==> src/rtl/nibble_serial_adder_ctrl.sv <==
// Purpose: WIDTH-bit add (optionally subtract) done one nibble per clock through a
//          single 4-bit slice, LSB first, with the carry registered between nibbles.
// Latency: accept on edge E0 gives out_valid high after edge E0+NIB; busy for NIB cycles.
// Backpressure: in_ready is low in RUN/DONE; the result is held in DONE until out_ready.
//
// Ports:
//   clk, rst_n            clock (rising edge), asynchronous active-low reset
//   in_valid/in_ready     operand handshake for a, b, cin (and sub when enabled)
//   out_valid/out_ready   result handshake for sum, cout
//   sum, cout             registered result; held until the next completion or a reset
//   busy                  high while nibble steps are in progress (RUN)
//
// Build option: define ADDSUB_SEL_EN to add the 'sub' input. sub=1 selects a-b
// (two's complement); cout=1 then means no borrow.
//
// WIDTH must be a multiple of 4 and at least 4.

module nibble_serial_adder_ctrl #(
    parameter int WIDTH = 16
) (
    input  logic             clk,
    input  logic             rst_n,
    input  logic             in_valid,
    output logic             in_ready,
    input  logic [WIDTH-1:0] a,
    input  logic [WIDTH-1:0] b,
    input  logic             cin,
`ifdef ADDSUB_SEL_EN
    input  logic             sub,
`endif
    output logic             out_valid,
    input  logic             out_ready,
    output logic [WIDTH-1:0] sum,
    output logic             cout,
    output logic             busy
);

    localparam int NIB  = WIDTH / 4;
    // Keep the index at least one bit wide so WIDTH=4 still elaborates.
    localparam int IDXW = (NIB > 1) ? $clog2(NIB) : 1;
    localparam logic [IDXW-1:0] LAST_IDX = IDXW'(NIB - 1);

    typedef enum logic [1:0] {
        S_IDLE = 2'd0,
        S_RUN  = 2'd1,
        S_DONE = 2'd2
    } state_t;

    state_t            state;
    logic [WIDTH-1:0]  a_q;
    logic [WIDTH-1:0]  b_q;
    logic [WIDTH-1:0]  acc;
    logic              carry_q;
    logic [IDXW-1:0]   idx;

    logic [IDXW+1:0]   base;
    logic [3:0]        a_nib;
    logic [3:0]        b_nib;
    logic [4:0]        slice;
    logic [WIDTH-1:0]  acc_upd;

    // The shared 4-bit slice and the accumulator as it looks after this step.
    // acc_upd lets the last step write the final nibble straight into sum.
    always_comb begin
        base    = {idx, 2'b00};
        a_nib   = a_q[base +: 4];
        b_nib   = b_q[base +: 4];
        slice   = {1'b0, a_nib} + {1'b0, b_nib} + {4'b0000, carry_q};
        acc_upd = acc;
        acc_upd[base +: 4] = slice[3:0];
    end

    always_ff @(posedge clk or negedge rst_n) begin
        if (!rst_n) begin
            state     <= S_IDLE;
            a_q       <= '0;
            b_q       <= '0;
            acc       <= '0;
            carry_q   <= 1'b0;
            idx       <= '0;
            sum       <= '0;
            cout      <= 1'b0;
            in_ready  <= 1'b1;
            out_valid <= 1'b0;
            busy      <= 1'b0;
        end else begin
            case (state)
                S_IDLE: begin
                    if (in_valid && in_ready) begin
                        a_q <= a;
`ifdef ADDSUB_SEL_EN
                        // Subtract as a + ~b + 1; cin is ignored in that mode.
                        b_q     <= sub ? ~b : b;
                        carry_q <= sub ? 1'b1 : cin;
`else
                        b_q     <= b;
                        carry_q <= cin;
`endif
                        idx      <= '0;
                        state    <= S_RUN;
                        in_ready <= 1'b0;
                        busy     <= 1'b1;
                    end
                end

                S_RUN: begin
                    acc     <= acc_upd;
                    carry_q <= slice[4];
                    if (idx == LAST_IDX) begin
                        // Last step still executes; publish its result this edge.
                        sum       <= acc_upd;
                        cout      <= slice[4];
                        idx       <= '0;
                        state     <= S_DONE;
                        busy      <= 1'b0;
                        out_valid <= 1'b1;
                    end else begin
                        idx <= idx + 1'b1;
                    end
                end

                S_DONE: begin
                    // in_ready stays low here: no accept in the same cycle as the drain.
                    if (out_ready) begin
                        state     <= S_IDLE;
                        out_valid <= 1'b0;
                        in_ready  <= 1'b1;
                    end
                end

                default: begin
                    state     <= S_IDLE;
                    in_ready  <= 1'b1;
                    out_valid <= 1'b0;
                    busy      <= 1'b0;
                end
            endcase
        end
    end

endmodule

==> config.mk <==
export PLATFORM = sky130hd
export DESIGN_NAME = nibble_serial_adder_ctrl
export DESIGN_NICKNAME = d
export VERILOG_FILES = /design/src/rtl/nibble_serial_adder_ctrl.sv
export SDC_FILE = /design/constraint.sdc
export NUM_CORES = 1
export LEC_CHECK = 0
export BUFFER_PORTS_ARGS = -buffer_cell sky130_fd_sc_hd__clkbuf_2
export CAP_MARGIN = 15
export CORE_MARGIN = 3
export CORE_UTILIZATION = 56
export DETAILED_ROUTE_END_ITERATION = 10
export HOLD_SLACK_MARGIN = 0.08
export PLACE_DENSITY = 0.86
export SETUP_SLACK_MARGIN = 0.1
export SLEW_MARGIN = 20
export SYNTH_ARGS = -nofsm -noshare
export SYNTH_HDL_FRONTEND = slang
export SYNTH_SLANG_ARGS = --single-unit
==> constraint.sdc <==
create_clock -name clk -period 3.5 [get_ports clk]
set_input_delay 0.7 -clock clk [delete_from_list [all_inputs] [get_ports clk]]
set_output_delay 0.7 -clock clk [all_outputs]
set_load 0.005 [all_outputs]
After elaboration in Yosys (flattened, before gate mapping):

Index checks and enable logic that the tools add are counted.

* add/sub/neg operators: 4
* equal/unequal tests: 6
* shift-type cells: 4
* multiplexer cells: 19
* bitwise logic cells: 3
* reduce and logical (&&, ||, !) cells: 10

Operators by type and width (count)
* $shiftx 16x5->4: 2
* $bwmux 16: 1
* $shift 4x6->16 const A: 1
* $shiftx 4x6->16: 1
* $reduce_and 3->1: 4
* $mux 2: 5
* $pmux 1 s3: 3
* $mux 1: 7
* $ne 2x2->1 const B: 3
* $neg 4->6: 1
* $pmux 2 s3: 1
* $reduce_and 2->1: 3
* $add 4x4->5: 1
* $add 5x1->5: 1
* $eq 2x2->1 const B: 2
* $pmux 2 s2: 1
* $not 1->1: 3
* $add 2x1->2 const B: 1
* $eq 2x1->1 const B: 1
* $logic_not 2->1: 1
* $pmux 1 s2: 1
* $reduce_bool 2->1: 1
* $logic_and 1x1->1: 1

* flip-flop bits (word level): 73
* input bits: 37
* output and inout port bits: 20
* word-level logic and storage cells: 57

Longest topological paths before layout:

* depth after elaboration: 5
* gate-level depth with buffers: 9
* mapped depth without buffers: 8

Least setup slack after synthesis:

No wires, ideal clock.

* kind: register -> register
* from: register idx[0]
* to: register acc[11]
* arrival time: 2673 ps
* required time: 3378 ps
* slack: 705 ps
* stages on the path, launching flop included: 8
* clock period less this slack: 2795 ps
* path through: dfrtp_1 -> buf_2 -> mux4_2 -> fa_1 -> and3_1 -> or3_4 -> and2_4 -> a32o_1

* longest elaborated chain between the ends: 5

RTL lines
* from (decl): line 54 `logic [IDXW-1:0] idx;`
* from (signal assigned): line 118 `idx <= idx + 1'b1;`
* $shiftx 16x5->4 (on tied branches): line 66, 67
* $add 4x4->5: line 68 `slice = {1'b0, a_nib} + {1'b0, b_nib} + {4'b0000, carry_q};`
* $add 5x1->5: line 68
* $shiftx 4x6->16: line 70 `acc_upd[base +: 4] = slice[3:0];`
* $bwmux 16 *: line 70
* to (signal assigned): line 107 `acc <= acc_upd;`
* to (decl): line 52 `logic [WIDTH-1:0] acc;`

Mark *: on every way between the ends. The rest lies on a longest branch, timed or not.
A chain may end at the register's enable or synchronous reset.

Final worst setup path:

Same ends and word-level chain as after synthesis.

==> impl_metrics.yaml <==
logic_synthesis:
  synthSimpleGateAreaFrac_pct: 8.99
  synth_compound_area_share_pct: 12.3
  synth_area_um2: 3350
  synth_area_leaders: "dfrtp_1 54%, mux2_2 11%, mux4_2 5.4%"
  netlist_instances: 258
  synth_top_cell_area_share_pct: 53.7
  synthesis.nets: 306
  synth-seq-cells: 73
  synth_cell_types: 39
  ys_warn_count: 0
  avgSynthCellArea_um2: 13.0
  synth.mux.area_fraction_pct: 16.1
  synth_top_area_cell: "dfrtp_1"
  synth-xor-area-share_pct: 0.261
  synth_fa_ha_area_share_pct: 4.55
  yosysSeqAreaShare_pct: 54.5
  synth_top_family_by_area: "multiplexers"
clocking:
  holdBufCountCts: 0
  h-tree-depth: 3
  cts.clk_slew.worst_paths_ns: 0.08
  clockBufferDepth: 2
  cts_resized: 0
  postCtsSetupRepairBufs: 0
  clockRootBuffer: "clkbuf_8"
  insertion_delay_ns: 0.35
  tritoncts: "built"
  cts_buffers: 9
  cts.sinks: 73
placed_design:
  dp_hpwl_mm: 4.83
  post-place-cells: 377
  portBuffers: 56
  place_congestion: 0.850
  pre_cts_ws_ns: 0.427
  dpl-instance-area_um2: 3680
cells_and_area:
  fin_cells: 393
  layout.nets: 364
  layout_commonest_cell: "dfrtp_1"
  final_area_um2: 3950
  drive_gt1_share_pct: 38.9
  syn_to_final_growth_pct: 17.7
  n_antenna_cell: 0
  mostFrequentLayoutCells: "72 x dfrtp_1, 55 x clkbuf_2, 32 x mux2_2"
drt:
  drtAntennaViolNets: 0
  drc: 0
  wire_per_inst_um: 16.9
  drt_iter0_markers: 166
  dr_total_vias: 2303
  first_pass_iters: 4
  routed_wl_mm: 6.63
  viasPerCell: 5.86
critical_path:
  endpoint_kind: "flip-flop"
  worstSetupPathType: "reg2reg"
  rr_worst_depth: 6
  cp-startpoint: "idx[0]"
  cp_max_fo: 16
  startpoint_type: "flip-flop"
  r2r_end: "acc[11]"
  endpoint: "acc[11]"
  r2r_slack_ns: 0.41
  regToRegStartpoint: "idx[0]"
  slowest_delay_ns: 0.85
  critPathSlowestCell: "dfrtp_1"
  crit_chain: "mux4_2, fa_1, and3_1, o21ai_0, and2_4, a32o_1"
  critical_path_required_ns: 3.78
  cp_data_arrival_time_ns: 3.37
outcome:
  status: "complete, no violations"
global_route:
  grt_first_pass_wirelength_mm: 11.6
  grt_max_degree: 37
  antenna_found_initial: 0
  grt_overflow: 0
  grtUsageTotal_pct: 21.3
  grt_pass1_vias: 2339
job:
  maxCapViolations: 0
power_and_ir_drop:
  vdd.ir_drop.worst_mv: 0.557
  p_leak_nw: 1.86
  power_density_nw_per_um2: 996
timing:
  finalCritPeriodShare_pct: 88.2
  skew_ns: 0.0105
  fin_setup_tns_ns: 0
  holdWs_ns: 0.427
  period_minus_slack_ns: 3.09
  slew_headroom_pct: 40.6
  fmax_mhz: 324
  setup_ws_ns: 0.413
  rsz0062_at_grt: "false"
  finalSetupViolCount: 0
  tightest_slew_ns: 0.890
  finalHoldViolCount: 0
  final-max-slew-violation-count: 0
floorplanning:
  die_x_um: 83.4
  start_util_pct: 59.5
  dieArea_um2: 6950
  ios: 57
  die_h_um: 83.4
  rows: 27
  fp.coreArea_um2: 5640
hold_path:
  holdCritPathClass: "in2async"
## power breakdown
part,switching [W],internal (W),total [W]
Clock,0.000299,0.000532,0.000831
Combinational,0.000854,0.000783,0.00164
Sequential,0.000259,0.00120,0.00146
Total,0.00141,0.00252,0.00393
## layout make-up
| class | instances | area, um2 |
|---|---|---|
| flip-flops and latches | 73 | 1830 |
| inverters | 13 | 48.8 |
| clock inverters | 4 | 97.6 |
| fillers | 397 | 1690 |
| multi-input cells | 160 | 1420 |
| clock buffers | 12 | 165 |
| well taps | 72 | 90.1 |
| repair buffers | 59 | 303 |
## metrics by stage
step	utilization, %	power [W]
final	70.0	0.00393
after global routing	70.0	0.00423
after CTS	70.0	0.00396
after detailed placement	65.3	0.00311
after global placement	65.3	0.00302
after floorplan	-	0.00262
## cell families (layout without fill, tap and decap cells)
| family | Yosys count | in the layout |
|---|---|---|
| and+or+nand+nor | 56 | 56 |
| muxes | 40 | 40 |
| xor gates and xnor gates | 1 | 1 |
| DFF | 73 | 73 |
| adders and majority gates | 11 | 11 |
| buffers and inverters | 25 | 88 |
| AOI/OAI and AO/OA | 52 | 52 |
## critical path: cells and delay by family, from the launching register on
family	cells	cell delay (ns)
DFF	1	0.85
AOI/OAI and AO/OA	2	0.66
muxes	1	0.61
and+or+nand+nor	2	0.48
adders and majority gates	1	0.42
## registers in the layout (all words and copies together) (netlist names)
signal / cells
out_valid: 1
carry_q: 1
b_q: 16
sum: 16
acc: 16
cout: 1
busy: 1
idx: 2
a_q: 16
in_ready: 1
state: 2
## Yosys cell counts (all sizes together)
cell    count
dfstp       1
nor2b       1
o31ai       2
nor2       31
and2        3
a221oi     12
nor4        1
or3         1
o21ai       4
clkbuf      2
ha          9
a21o        2
a32o        8
a21oi       8
nand2      12
nor3        1
inv        13
a22oi       1
xnor2       1
mux4        8
dfrtp      72
fa          2
a32oi       4
o22ai       1
and3        1
mux2       32
nand2b      2
and4bb      1
buf        10
nor4b       2
a22o        8
o21bai      1
o22a        1
## layer usage
| layer | up-vias | GRT usage (%) | share of wire [%] | routed length [um] |
|---|---|---|---|---|
| li1 | 1060 | - | - | - |
| met1 | 1157 | 28.6 | 42 | 2800 |
| met3 | 9 | 6.15 | 6.4 | 424 |
| met5 | - | 0 | 0 | 0 |
| met2 | 77 | 32.5 | 50 | 3300 |
| met4 | 0 | 9.21 | 1.4 | 96 |
## worst min-delay path by stage
stage,to,cells after the start
6_report,acc[8],1
5_1_grt,acc[8],1
4_1_cts,b_q[11],1
3_5_place_dp,acc[3],1
3_3_place_gp,acc[12],1
2_1_floorplan,a_q[0],0
Note: power is estimated with default switching activity, not from simulation.
